### src/rtl/frame_config_writer_if.sv
`default_nettype none
// ============================================================================
// Module      : frame_config_writer_if
// Description : Valid/ready word stream carrying the configuration bitstream
//               into frame_config_writer.
// Revision    : 1.0 - initial release
// ============================================================================
interface frame_config_writer_if;
  logic [31:0] s_data;
  logic        s_valid;
  logic        s_ready;

  modport master (output s_data, output s_valid, input s_ready);
  modport slave  (input s_data, input s_valid, output s_ready);
endinterface
`default_nettype wire

### src/rtl/frame_config_writer.sv
`default_nettype none
// ============================================================================
// Module      : frame_config_writer
// Description : Bitstream-driven configuration frame writer. Waits for a sync
//               word, decodes burst headers, registers each data word into
//               FrameData and pulses a one-hot FrameStrobe for one cycle.
// Revision    : 1.0 - initial release
// ============================================================================
module frame_config_writer #(
  parameter int FrameBitsPerRow = 32,
  parameter int MaxFramesPerCol = 20,
  parameter int NumColumns      = 16
) (
  input  wire logic                          CLK,
  input  wire logic                          resetn,
  frame_config_writer_if.slave               bus,
  output logic [FrameBitsPerRow-1:0]         FrameData,
  output logic [$clog2(NumColumns)-1:0]      FrameCol,
  output logic [MaxFramesPerCol-1:0]         FrameStrobe,
  output logic                               active,
  output logic                               error
);

  localparam int          COL_W       = $clog2(NumColumns);
  localparam int          PTR_W       = $clog2(MaxFramesPerCol);
  localparam logic [31:0] SYNC_WORD   = 32'hFAB0_FAB1;
  localparam logic [31:0] DESYNC_WORD = 32'hFAB0_FAB0;

  typedef enum logic [1:0] {
    IDLE   = 2'd0,
    HDR    = 2'd1,
    DATA   = 2'd2,
    STROBE = 2'd3
  } state_t;

  state_t             state;
  state_t             state_nxt;
  logic [PTR_W-1:0]   frame_ptr;
  logic [7:0]         count;      // frames still to write after the current one

  logic               xfer;
  logic               is_sync;
  logic               is_desync;
  logic [3:0]         hdr_op;
  logic [4:0]         hdr_col;
  logic [4:0]         hdr_start;
  logic               hdr_ok;
  logic               ptr_last;

  // Handshake and header field decode
  always_comb begin
    bus.s_ready = resetn && (state != STROBE);
    xfer        = bus.s_valid && bus.s_ready;
    is_sync     = (bus.s_data == SYNC_WORD);
    is_desync   = (bus.s_data == DESYNC_WORD);
    hdr_op      = bus.s_data[31:28];
    hdr_col     = bus.s_data[20:16];
    hdr_start   = bus.s_data[12:8];
    hdr_ok      = (hdr_op == 4'h1) &&
                  (32'(hdr_col) < NumColumns) &&
                  (32'(hdr_start) < MaxFramesPerCol);
    // Advancing past the last frame of the column is a burst overrun
    ptr_last    = (32'(frame_ptr) + 32'd1) >= MaxFramesPerCol;
  end

  // State register
  always_ff @(posedge CLK) begin
    if (!resetn) begin
      state <= IDLE;
    end else begin
      state <= state_nxt;
    end
  end

  // Next-state decode
  always_comb begin
    state_nxt = state;
    case (state)
      IDLE: begin
        if (xfer && is_sync) state_nxt = HDR;
      end
      HDR: begin
        if (xfer) begin
          if (is_desync)    state_nxt = IDLE;
          else if (is_sync) state_nxt = HDR;
          else if (hdr_ok)  state_nxt = DATA;
          else              state_nxt = IDLE;
        end
      end
      DATA: begin
        if (xfer) state_nxt = STROBE;
      end
      STROBE: begin
        if (count == 8'd0)  state_nxt = HDR;
        else if (ptr_last)  state_nxt = IDLE;
        else                state_nxt = DATA;
      end
      default: state_nxt = IDLE;
    endcase
  end

  // Frame datapath, burst counters and sticky error flag
  always_ff @(posedge CLK) begin
    if (!resetn) begin
      FrameData <= '0;
      FrameCol  <= '0;
      frame_ptr <= '0;
      count     <= '0;
      error     <= 1'b0;
    end else begin
      case (state)
        IDLE: begin
          if (xfer && is_sync) error <= 1'b0;
        end
        HDR: begin
          if (xfer && !is_sync && !is_desync) begin
            if (hdr_ok) begin
              FrameCol  <= COL_W'(hdr_col);
              frame_ptr <= PTR_W'(hdr_start);
              count     <= bus.s_data[7:0];
            end else begin
              error <= 1'b1;
            end
          end
        end
        DATA: begin
          if (xfer) FrameData <= FrameBitsPerRow'(bus.s_data);
        end
        STROBE: begin
          if (count != 8'd0) begin
            if (ptr_last) begin
              error <= 1'b1;
            end else begin
              count     <= count - 8'd1;
              frame_ptr <= frame_ptr + PTR_W'(1);
            end
          end
        end
        default: ;
      endcase
    end
  end

  // Strobe decode and activity flag, both derived from the current state
  always_comb begin
    FrameStrobe = '0;
    if (state == STROBE) FrameStrobe[frame_ptr] = 1'b1;
    active = (state != IDLE);
  end

endmodule
`default_nettype wire
### src/flat_wrapper.sv
// flat-port wrapper written by rule: the top's interface ports become plain ports
module frame_config_writer_flat 
#(
  parameter int FrameBitsPerRow = 32,
  parameter int MaxFramesPerCol = 20,
  parameter int NumColumns      = 16
)
  (CLK, resetn, FrameData, FrameCol, FrameStrobe, active, error, bus_s_data, bus_s_valid, bus_s_ready);
  frame_config_writer_if bus_i ();
  input  wire logic CLK;
  input  wire logic resetn;
  output logic [FrameBitsPerRow-1:0] FrameData;
  output logic [$clog2(NumColumns)-1:0] FrameCol;
  output logic [MaxFramesPerCol-1:0] FrameStrobe;
  output logic active;
  output logic error;
  input wire logic [$bits(bus_i.s_data)-1:0] bus_s_data;
  input wire logic [$bits(bus_i.s_valid)-1:0] bus_s_valid;
  output wire logic [$bits(bus_i.s_ready)-1:0] bus_s_ready;
  assign bus_i.s_data = bus_s_data;
  assign bus_i.s_valid = bus_s_valid;
  assign bus_s_ready = bus_i.s_ready;
  frame_config_writer #(.FrameBitsPerRow(FrameBitsPerRow), .MaxFramesPerCol(MaxFramesPerCol), .NumColumns(NumColumns)) u_core (.CLK(CLK), .resetn(resetn), .bus(bus_i), .FrameData(FrameData), .FrameCol(FrameCol), .FrameStrobe(FrameStrobe), .active(active), .error(error));
endmodule
### config.mk
export PLATFORM = sky130hd
export DESIGN_NAME = frame_config_writer_flat
export DESIGN_NICKNAME = d
export VERILOG_FILES = /design/src/rtl/frame_config_writer_if.sv /design/src/rtl/frame_config_writer.sv /design/src/flat_wrapper.sv
export SDC_FILE = /design/constraint.sdc
export NUM_CORES = 1
export LEC_CHECK = 0
export BUFFER_PORTS_ARGS = -buffer_cell sky130_fd_sc_hd__clkbuf_2
export CORE_MARGIN = 2
export CORE_UTILIZATION = 25
export CTS_CLUSTER_DIAMETER = 150
export DETAILED_ROUTE_END_ITERATION = 10
export GPL_TIMING_DRIVEN = 0
export SLEW_MARGIN = 25
export SYNTH_ARGS = -nofsm -noshare
export SYNTH_HDL_FRONTEND = slang
export SYNTH_SLANG_ARGS = --single-unit
export TNS_END_PERCENT = 10
### constraint.sdc
create_clock -name CLK -period 2.2 [get_ports CLK]
set_clock_uncertainty 0.05 [all_clocks]
set_input_delay 0.44 -clock CLK [delete_from_list [all_inputs] [get_ports CLK]]
set_output_delay 0.44 -clock CLK [all_outputs]
set_load 0.1 [all_outputs]
; Word level (Yosys, flattened, before mapping)
; Index checks and enable logic that the tools add are counted.
[classes]
reduce_logical = 21
n_eq_ne = 16
mux = 28
magnitude_cmp = 5
addsub = 3
[ops]
columns = operator, n
row1 = "32-bit == test, second input constant", 2
row2 = "32-bit by 5-bit >= comparator with 1-bit output, second input constant", 1
row3 = 8-bit two-way mux, 4
row4 = 20-bit two-way mux, 1
row5 = 5-bit two-way mux, 4
row6 = 2-bit two-way mux, 8
row7 = 8-bit case mux with 2 select lines, 1
row8 = "2-bit by 1-bit inequality test with 1-bit output, second input constant", 7
row9 = "5-bit less-than comparator, second input constant", 2
row10 = 5-bit case mux with 2 select lines, 1
row11 = 1-bit logical AND, 8
row12 = 8-bit zero test, 1
row13 = 2-bit case mux with 4 select lines, 1
row14 = 8-bit nonzero test, 1
row15 = "8-bit by 1-bit subtractor with 8-bit output, second input constant", 1
row16 = "5-bit by 1-bit adder with 6-bit output, second input constant", 1
row17 = "5-bit by 6-bit less-than comparator with 1-bit output, second input constant", 1
row18 = 1-bit two-way mux, 6
row19 = "2-bit inequality test, second input constant", 3
row20 = 3-bit AND reduction, 2
row21 = 6-bit AND reduction, 1
row22 = "5-bit by 1-bit adder with 5-bit output, second input constant", 1
row23 = 1-bit demux with 5-bit select, 1
row24 = "5-bit by 1-bit >= comparator with 1-bit output, second input constant", 1
row25 = other kinds (10), 13
[word_totals]
in_bits = 35
reg_bits = 52

; Longest topological paths before layout
[depth]
depth_word = 8
ltp_mapped = 8
mapped_depth_nobuf = 6

; Least setup slack after synthesis
; OpenSTA, ideal clock, no wires.
[synth_timing]
kind = flip-flop to output port
startpoint = register u_core.state[1]
endpoint = output FrameStrobe[3]
setup_slack_ns = -0.604
stages_incl_launch_ff = 7
path_buffers = 3
arrival_time_ns = 2.314
required_ns = 1.710
path_cell_list = dfxtp_1 -> buf_4 -> and2_1 -> clkbuf_1 -> buf_2 -> nand2_1 -> nor2_1
[synth_via]
elab_chain_len = 2
[synth_rtl]
columns = element, line_no
row1 = "start, declared", frame_config_writer.sv:36  ; state_t state;
row2 = "start signal, assigned", frame_config_writer.sv:71  ; state <= state_nxt;
row3 = 2-bit == test, frame_config_writer.sv:147  ; if (state == STROBE) FrameStrobe[frame_ptr] = 1'b1;
row4 = 20-bit two-way mux, frame_config_writer.sv:147
row5 = "end, declared", flat_wrapper.sv:14  ; output logic [MaxFramesPerCol-1:0] FrameStrobe;
; No other way between the ends.

; Worst setup path in the final report
[layout_timing]
startpoint = register u_core.state[1]
endpoint = output FrameStrobe[6]
; The elaborated chain is that of the path after synthesis.

==> summary.txt <==
Place
  • Placed cell count: 585
  • DPL Wire Length: 6920 µm
  • Number of input and output port buffers inserted: 93
  • Final estimated routing congestion in global placement: 0.924

CTS
  • Deepest clock path buffer count: 2
  • Clock sink count: 52
  • Level count of the clock H-tree: 2
  • TritonCTS clock tree: done
  • CTS root buffer: clkbuf_8
  • Register clock-pin slew on the reported worst setup and hold paths: 110 ps
  • Cts bufs inserted: 5
  • Insertion delay to the later sink of the worst-skew pair: 310 ps

Synthesis
  • Share of Yosys cell area claimed by the top area cell type: 38.5%
  • Count of mapped cells out of synthesis: 356
  • Total of flip-flops plus latches after synthesis: 52
  • Post-synth design cell area: 2710 µm²
  • Leading post-synthesis cells by cell area: dfxtp_1 (38%), nand2_1 (13%), a21oi_1 (7.8%)
  • Primary FF master, synth: dfxtp_1
  • Number of enable flip-flop cells after synthesis: 0
  • Mean instance size in the synthesized netlist: 7.60 µm²
  • Nets in the synthesized netlist: 397
  • Library cell with the largest summed area after synthesis: dfxtp_1
  • Sequential-to-total area share from yosys stat: 38.5%
  • Yosys warnings: 0
  • Number of distinct library cells after synthesis: 54
  • Share of async-settable or async-resettable flops after synthesis: 0%

Worst hold path
  • Startpoint of the most critical hold path: bus_s_data[15]
  • Min-Delay Endpoint: u_core.FrameData[15]$_SDFFE_PN0P_
  • HP Class: in -> reg
  • WHS Path Cells: 3

Detailed routing
  • DRC violations left: 0
  • Via count: 2962
  • Routed wire per std cell: 15.6 µm
  • Overall routed net length: 9190 µm
  • Met2 wire length: 4400 µm
  • Met3 layer wire length in the routed design: 551 µm
  • Top layer reached by signal wires: met4
  • First drt pass iteration count: 4
  • Vias per cell: 5.01
  • Wl on met1: 4100 µm
  • Count of antenna-violating nets left after detailed routing: 0
  • Drt initial violations: 124

Flow run
  • Maximum Capacitance Violations: 0

Global route
  • Remaining global-route overflow: 0
  • Wire length of the first global-routing pass: 14500 µm
  • Number of antenna violations at the first check in global routing: 0
  • Largest net degree at the start of global routing: 18
  • GR Util All Layers: 15.6%
  • Vias in the first global route: 2894

STA
  • Worst-case headroom to the max-slew limit: 62.5%
  • Setup_tns: 0 ps
  • Maximum clock frequency: 0.463 GHz
  • Period minus WS final: 2160 ps
  • Transition time at the pin with the least slew margin: 562 ps
  • Unrepaired setup endpoints after global routing: true
  • Post-route fraction of the period consumed by the critical path: 98.2%
  • Final Max Tran Viols: 0
  • Final-report setup violation count: 0
  • Hold Vio Cnt, Final: 0

Power
  • Max rail drop VDD: 0.281 mV
  • Leakage dissipation: 1.49 nW
  • Power density normalized to cell area: 465 nW/µm²

Worst setup path
  • Critical Path Fanout Max: 10
  • Capture instance of the worst register-to-register path: u_core.frame_ptr[1]$_SDFFE_PN0P_
  • Flop2flop setup slack: 210 ps
  • Category of the worst setup path launch point: flop
  • Launch instance of the worst register-to-register path: u_core.count[0]$_SDFFE_PN0P_
  • CP Data Required Time: 1710 ps
  • Setup crit end kind: output pin
  • Worst r2r path cells: 7
  • Data arrival time of the critical path: 1670 ps
  • Critical setup path kind: reg -> out

Layout
  • Layout Utilization: 36.6%
  • Relative area change from synthesis to final layout: 40.8%
  • Layout cell share with drive strength beyond 1: 33.0%
  • Count of fill cells added during filler insertion: 1111
  • Post-layout instance count excluding filler cells: 591
  • Final net count: 495
  • Antenna fix cells: 0

Floorplanning
  • Placeable core area: 10400 µm²
  • Row cnt: 37
  • Initial standard-cell utilization of the core: 26.0%
  • Die extent in x: 108 µm
  • Total die area: 11700 µm²
  • Die Y-Extent: 108 µm
  • Number of ports placed on the die boundary: 94

Outcome
  • Status: finished, final reports clean
[power by group]
group	total [W]	internal, W	switching, W
registers	0.000946	0.000943	0.00000307
clock network	0.000692	0.000344	0.000348
logic	0.000136	0.0000432	0.0000923
total	0.00177	0.00133	0.000443
[stage by stage]
step	total power (W)	instance area [µm²]	setup slack (ps)	hold slack, ps
after floorplan	0.00103	2750	-203	419
after detailed placement	0.00110	3380	-343	399
after global placement	0.00110	3380	-347	394
after CTS	0.00179	3740	-24.4	292
final	0.00177	3810	40.0	300
after global routing	0.00184	3810	-28.4	311
[cell usage in the layout, fill, tap and decap left out, types with 4 or more instances in the layout]
| master | netlist | final |
|---|---|---|
| nand2_1 | 95 | 91 |
| clkbuf_2 | 1 | 74 |
| dfxtp_1 | 52 | 50 |
| a21oi_1 | 42 | 42 |
| nor2_2 | 0 | 15 |
| clkbuf_1 | 17 | 13 |
| nor2_1 | 28 | 11 |
| clkbuf_8 | 0 | 10 |
| o21ai_0 | 9 | 9 |
| inv_1 | 8 | 8 |
| buf_8 | 0 | 7 |
| nand4_1 | 7 | 7 |
| a31oi_1 | 7 | 7 |
| nand3_1 | 7 | 7 |
| and2_1 | 6 | 5 |
| nand2b_1 | 5 | 5 |
| and3_1 | 6 | 5 |
| ha_1 | 6 | 5 |
| clkbuf_16 | 0 | 5 |
| buf_4 | 3 | 4 |
| buf_2 | 5 | 4 |
| nand2_2 | 0 | 4 |
| buf_12 | 0 | 4 |
[Yosys cell counts, drive strengths merged (3+ instances only)]
library cell / n
a21oi: 43
a31oi: 8
and2: 6
and3: 6
buf: 8
clkbuf: 18
dfxtp: 52
ha: 6
inv: 8
nand2: 95
nand2b: 5
nand3: 7
nand4: 7
nor2: 28
nor4b: 3
o21ai: 9
o31ai: 3
[worst max-delay path by stage]
| stage | from | to | slack [ps] | depth (start not counted) |
|---|---|---|---|---|
| floorplan | u_core.state[1]$_SDFFE_PN0P_ | FrameStrobe[3] | -200 | 6 |
| global placement | resetn | bus_s_ready | -350 | 6 |
| detailed placement | resetn | bus_s_ready | -340 | 6 |
| CTS | resetn | bus_s_ready | -20 | 5 |
| global route | u_core.state[1]$_SDFFE_PN0P_ | FrameStrobe[10] | -30 | 6 |
| finish | u_core.state[1]$_SDFFE_PN0P_ | FrameStrobe[6] | 40 | 6 |
[worst max-delay path, cell delays in order, from the launching register on]
cell and delay, ps:
dfxtp_1 330, buf_4 160, and2_4 190, buf_8 160
nand2_2 120, nor2_2 170, clkbuf_16 220
[layer usage]
layer,up-vias,track usage (%)
met3,10,3.07
met5,-,0
li1,1435,-
met4,0,4.30
met2,102,26.2
met1,1415,20.3
[cell families after synthesis]
| group | synth area share [%] |
|---|---|
| simple gates | 32.5 |
| compound gates | 20.5 |
| flops | 38.5 |
| buf+inv | 5.41 |
| fa+ha+maj | 2.77 |
| mux | 0.370 |
[flip-flops by register name, indices dropped and copies added, names as in the netlist]
| name | flops |
|---|---|
| u_core.FrameData | 32 |
| u_core.count | 8 |
| u_core.frame_ptr | 5 |
| u_core.FrameCol | 4 |
| u_core.state | 2 |
| u_core.error | 1 |
[final cells by class]
type	instances	area [µm²]	share of cell area, %
multi-input combinational	270	1600	41.9
sequential	52	1040	27.4
timing repair buffer	94	739	19.4
tap	136	170	4.47
buffer	23	116	3.05
clock buffer	5	68.8	1.81
clock inverter	3	46.3	1.22
inverter	8	30.0	0.788
[repair_timing]
| item | 4_1_cts | 5_1_grt |
|---|---|---|
| buffers inserted | 0 | 1 |
| endpoints found under the setup margin | 21 | 21 |
| gates resized for setup | 56 | 23 |
| endpoints found under the hold margin | 0 | 0 |
| hold buffers | 0 | 0 |
| pin swaps | 1 | 1 |
No activity file was read; power rests on OpenSTA's default activity.
